### src/rtl/rf_wport_arbiter.sv
// Round-robin arbiter for N_REQ write requesters onto one registered register-file write port,
// with a flush sweep that zeroes every word and acknowledges on the final beat.
module rf_wport_arbiter #(
  parameter int unsigned ADDR_WIDTH = 5,
  parameter int unsigned DATA_WIDTH = 32,
  parameter int unsigned N_REQ      = 4
) (
  input  logic                                 clk,
  input  logic                                 rst_n,
  input  logic [N_REQ-1:0]                     req_i,
  input  logic [N_REQ-1:0][ADDR_WIDTH-1:0]     req_addr_i,
  input  logic [N_REQ-1:0][DATA_WIDTH-1:0]     req_wdata_i,
  output logic [N_REQ-1:0]                     gnt_o,
  input  logic                                 flush_req_i,
  output logic                                 flush_ack_o,
  output logic                                 busy_o,
  output logic                                 rf_we_o,
  output logic [ADDR_WIDTH-1:0]                rf_waddr_o,
  output logic [DATA_WIDTH-1:0]                rf_wdata_o
);

  localparam int unsigned NUM_WORDS = 2 ** ADDR_WIDTH;
  localparam int unsigned PtrW      = (N_REQ > 1) ? $clog2(N_REQ) : 1;

  typedef enum logic [1:0] {StIdle, StFlush, StDone} state_e;

  state_e                  state_q, state_d;
  logic [ADDR_WIDTH-1:0]   cnt_q, cnt_d;
  logic [PtrW-1:0]         ptr_q, ptr_d;
  logic                    we_q, we_d;
  logic [ADDR_WIDTH-1:0]   waddr_q, waddr_d;
  logic [DATA_WIDTH-1:0]   wdata_q, wdata_d;

  logic [N_REQ-1:0]        arb_gnt;
  logic [PtrW-1:0]         arb_idx;
  logic                    arb_valid;
  logic [PtrW-1:0]         idx;

  // Rotating priority: first active requester at or after ptr_q wins.
  always_comb begin
    arb_gnt   = '0;
    arb_idx   = '0;
    arb_valid = 1'b0;
    idx       = '0;
    for (int unsigned i = 0; i < N_REQ; i++) begin
      idx = PtrW'((32'(ptr_q) + i) % N_REQ);
      if (!arb_valid && req_i[idx]) begin
        arb_valid    = 1'b1;
        arb_idx      = idx;
        arb_gnt[idx] = 1'b1;
      end
    end
  end

  always_ff @(posedge clk) begin
    if (!rst_n) begin
      state_q <= StIdle;
      cnt_q   <= '0;
      ptr_q   <= '0;
      we_q    <= 1'b0;
      waddr_q <= '0;
      wdata_q <= '0;
    end else begin
      state_q <= state_d;
      cnt_q   <= cnt_d;
      ptr_q   <= ptr_d;
      we_q    <= we_d;
      waddr_q <= waddr_d;
      wdata_q <= wdata_d;
    end
  end

  always_comb begin
    state_d = state_q;
    cnt_d   = cnt_q;
    ptr_d   = ptr_q;
    we_d    = 1'b0;
    waddr_d = waddr_q;
    wdata_d = wdata_q;
    unique case (state_q)
      StIdle: begin
        // Flush takes priority; pending requests simply wait it out.
        if (flush_req_i) begin
          state_d = StFlush;
          cnt_d   = '0;
        end else if (arb_valid) begin
          we_d    = 1'b1;
          waddr_d = req_addr_i[arb_idx];
          wdata_d = req_wdata_i[arb_idx];
          ptr_d   = PtrW'((32'(arb_idx) + 32'd1) % N_REQ);
        end
      end
      StFlush: begin
        we_d    = 1'b1;
        waddr_d = cnt_q;
        wdata_d = '0;
        cnt_d   = cnt_q + ADDR_WIDTH'(1);
        if (cnt_q == ADDR_WIDTH'(NUM_WORDS - 1)) begin
          state_d = StDone;
        end
      end
      StDone:  state_d = StIdle;
      default: state_d = StIdle;
    endcase
  end

  // Status and grant are forced low while reset is held, regardless of state.
  always_comb begin
    gnt_o       = '0;
    busy_o      = rst_n && (state_q != StIdle);
    flush_ack_o = rst_n && (state_q == StDone);
    if (rst_n && (state_q == StIdle) && !flush_req_i) begin
      gnt_o = arb_gnt;
    end
  end

  assign rf_we_o    = we_q;
  assign rf_waddr_o = waddr_q;
  assign rf_wdata_o = wdata_q;

endmodule

### config.mk
export PLATFORM = sky130hd
export DESIGN_NAME = rf_wport_arbiter
export DESIGN_NICKNAME = d
export VERILOG_FILES = /design/src/rtl/rf_wport_arbiter.sv
export SDC_FILE = /design/constraint.sdc
export NUM_CORES = 1
export LEC_CHECK = 0
export CORE_ASPECT_RATIO = 0.5
export CORE_MARGIN = 1
export CORE_UTILIZATION = 41
export CTS_CLUSTER_SIZE = 14
export DETAILED_ROUTE_END_ITERATION = 10
export GPL_TIMING_DRIVEN = 0
export PLACE_DENSITY = 0.86
export SLEW_MARGIN = 20
export SYNTH_ARGS = -nofsm -noshare
export SYNTH_HDL_FRONTEND = slang
export SYNTH_SLANG_ARGS = --single-unit
### constraint.sdc
create_clock -name clk -period 5.2 [get_ports clk]
set_input_delay 0.52 -clock clk [delete_from_list [all_inputs] [get_ports clk]]
set_output_delay 0.52 -clock clk [all_outputs]
set_load 0.02 [all_outputs]
==> results.sh <==
export IMPL_setup_violations=0
export IMPL_grt_pass1_wl_mm=19.29
export IMPL_slew_headroom_pct=52.60
export IMPL_r2r_start="ptr_q[0]$_SDFFE_PN0P_"
export IMPL_cts_buffers=5
export IMPL_tns_ns=0
export IMPL_synth_seq_area_share_pct=27.97
export IMPL_ff_latch_area_um2=940.9
export IMPL_drv_slew=0
export IMPL_synth_cell_type_count=49
export IMPL_clock_sinks=47
export IMPL_place_congestion=0.8344
export IMPL_rrSetupSlack_ns=1.56
export IMPL_grt_overflow=0
export IMPL_area_growth_syn_to_layout_pct=66.79
export IMPL_post_cts_buffers=0
export IMPL_multi_input_area_um2=2231
export IMPL_ir_worst_vdd_mv=0.1479
export IMPL_clock_root_buffer="clkbuf_16"
export IMPL_critPathRequiredTime_ns=4.68
export IMPL_p_leak_uw=0.002099
export IMPL_max_cap_viol_count=0
export IMPL_cts_resized=0
export IMPL_fin_skew_ns=0.006573
export IMPL_placed_area_um2=5472
export IMPL_coreArea_um2=7625
export IMPL_port_buffers=197
export IMPL_cp_common_cell="a21oi_1"
export IMPL_swShare_pct=37.95
export IMPL_h_tree_depth=2
export IMPL_worstRegToRegCells=12
export IMPL_ys_ff_latch=47
export IMPL_hold_viol=0
export IMPL_arrival_ns=3.62
export IMPL_worst_pin_slew_ns=0.7079
export IMPL_clkLatencyLatePin_ns=0.30
export IMPL_fill_cells=612
export IMPL_dieArea_um2=8594
export IMPL_async_flop_share_pct=0
export IMPL_final_antenna_net_count=0
export IMPL_fin_area_um2=5612
export IMPL_cp_max_fo=10
export IMPL_rsz0062_at_grt="false"
export IMPL_ctsLongestPathBuffers=2
export IMPL_cpMaxStageDelayCell="clkdlybuf4s50_1"
export IMPL_synth_ff_type="dfxtp_1"
export IMPL_grt_start_max_net_pins=15
export IMPL_crit_path_max_incr_delay_ns=0.62
export IMPL_drt_wl_total_mm=12.79
export IMPL_r2r_end="rf_wdata_o[27]$_SDFFE_PN0P_"
export IMPL_initial_utilization_pct=44.13
export IMPL_ys_warn_count=0
export IMPL_critical_path_class="reg2out"
export IMPL_critPathCaptureType="primary output"
export IMPL_clk_pin_slew_ns=0.06
export IMPL_cp_endpoint="gnt_o[2]"
export IMPL_wl_per_cell_um=18.05
export IMPL_power_density_nw_per_um2=282.0
export IMPL_synth_edf_count=0
export IMPL_die_y_um=66.06
export IMPL_viasPerCell=5.749
export IMPL_yosysTopAreaCellShare_pct=27.97
export IMPL_antenna_cells=0
export IMPL_dieWidth_um=130.1
export IMPL_hpwlAfterDp_mm=9.769
export IMPL_first_pass_iters=5
export IMPL_holdBufCountCts=0
export IMPL_yosysMostFrequentCell="dfxtp_1"
export IMPL_worstPathCellList="buf_2, inv_2, ha_1, clkbuf_1, mux4_2, nor2b_2, a22oi_1, a21oi_1, a21oi_1, nor2_1, clkdlybuf4s50_1"
export IMPL_period_minus_slack_ns=4.135
export IMPL_p_comb_share_pct=52.3
export IMPL_avgSynthCellArea_um2=8.496
export IMPL_holdCritPathClass="reg2reg"
export IMPL_io_pins=199
export IMPL_cts_tree="done"
export IMPL_grt_pass1_vias=3781
export IMPL_antenna_found_initial=0
export IMPL_clock_fmax_ghz=0.2418
export IMPL_final_net_count=764
export IMPL_startpoint="ptr_q[0]$_SDFFE_PN0P_"
export IMPL_syn_area_um2=3364
export IMPL_synth_largest_area_cell="dfxtp_1"
export IMPL_vias=4076
export IMPL_seqPwrFrac_pct=27.3
export IMPL_drive_gt1_share_pct=7.654
export IMPL_min_delay_path_depth=1
export IMPL_clockPowerShare_pct=20.5
export IMPL_syn_num_nets=560
export IMPL_synth_top_cells_by_area="dfxtp_1, a221o_1, mux2_1"
export IMPL_synthTopCellsByCount="dfxtp_1, a21oi_1, nand3_1"
export IMPL_drc_errors=0
export IMPL_first_iter_violations=311
export IMPL_netlist_instances=396
export IMPL_fin_crit_sh_pct=79.53
export IMPL_core_rowCount=22
export IMPL_p_sw_uw=600.5
export IMPL_power_internal_uw=981.8
export IMPL_status="finished clean"
export IMPL_gr_usage_all_layers_pct=28.91
export IMPL_start_kind="flip-flop"
## metrics by stage
stage                     hold slack, ns  cells  util, %  setup slack [ns]  total power (µW)
after CTS                         0.4884    709    73.60             1.111              1571
after global routing              0.4938    709    73.60            0.8791              1662
after detailed placement          0.4710    701    71.76             1.444              1251
final                             0.4848    709    73.60             1.065              1582
after floorplan                   0.5295    396        -             2.162             929.3
after global placement            0.4680    701    71.76             1.527              1236
## state kept, by name, summed over array words and instances (netlist names)
register,cells
state_q,2
rf_waddr_o,5
rf_wdata_o,32
cnt_q,5
ptr_q,2
rf_we_o,1
## power by group through the flow
stage | logic [µW] | clock network (µW) | registers (µW)
final | 827 | 324 | 431
after global routing | 885 | 340 | 437
after CTS | 819 | 321 | 431
after detailed placement | 813 | 0 | 438
after global placement | 799 | 0 | 436
after floorplan | 445 | 0 | 484
## critical path, delay by kind of cell, from the launching register on
| family | cells | cell delay [ns] |
|---|---|---|
| compound gates | 3 | 0.35 |
| fa+ha+maj | 1 | 0.29 |
| buf+inv | 4 | 1.35 |
| flops | 1 | 0.44 |
| mux | 1 | 0.47 |
| simple gates | 2 | 0.41 |
## cells in the final DEF, fill, tap and decap left out, types with 6 or more instances in the layout
cell	n
a21oi_1	43
nor2b_1	7
o221ai_1	7
mux2_1	20
nor2_1	17
ha_1	9
nand2_1	9
a22oi_1	8
o21ai_0	34
a221o_1	32
buf_2	7
dfxtp_1	47
and3_1	6
nand3_1	37
mux2_2	16
clkdlybuf4s50_1	197
clkbuf_1	30
## worst min-delay path by stage
stage	startpoint	to	slack, ns
after floorplan	cnt_q[4]$_SDFFE_PN0P_	cnt_q[4]$_SDFFE_PN0P_	0.53
after global routing	rf_wdata_o[22]$_SDFFE_PN0P_	rf_wdata_o[22]$_SDFFE_PN0P_	0.49
after detailed placement	rf_wdata_o[13]$_SDFFE_PN0P_	rf_wdata_o[13]$_SDFFE_PN0P_	0.47
after CTS	rf_wdata_o[1]$_SDFFE_PN0P_	rf_wdata_o[1]$_SDFFE_PN0P_	0.49
final	rf_wdata_o[6]$_SDFFE_PN0P_	rf_wdata_o[6]$_SDFFE_PN0P_	0.48
after global placement	rf_wdata_o[16]$_SDFFE_PN0P_	rf_wdata_o[16]$_SDFFE_PN0P_	0.47
## layer usage
layer	global-route usage [%]	vias up	wire length, µm
met5	0	-	0
met4	6.395	0	197
met3	4.450	24	742
met2	50.33	144	6212
met1	37.72	1970	5642
li1	-	1938	-
## layout make-up
type	instances	share of cell area (%)
multi-input combinational	304	39.75
timing repair buffer	197	35.14
sequential	47	16.77
buffer	39	3.032
tap	108	2.408
clock buffer	5	2.230
inverter	6	0.4013
clock inverter	3	0.2676
## logic make-up (layout without fill, tap and decap cells)
| logic type | count (synthesis) | in the layout | share of synthesized area, % |
|---|---|---|---|
| xor+xnor | 2 | 2 | 0.5207 |
| buf+inv | 45 | 250 | 5.727 |
| mux | 46 | 46 | 16.33 |
| simple gates | 99 | 99 | 15.32 |
| fa+ha+maj | 9 | 9 | 3.347 |
| flops | 47 | 47 | 27.97 |
| compound gates | 148 | 148 | 30.79 |
Power figures use the tool's default switching activity.
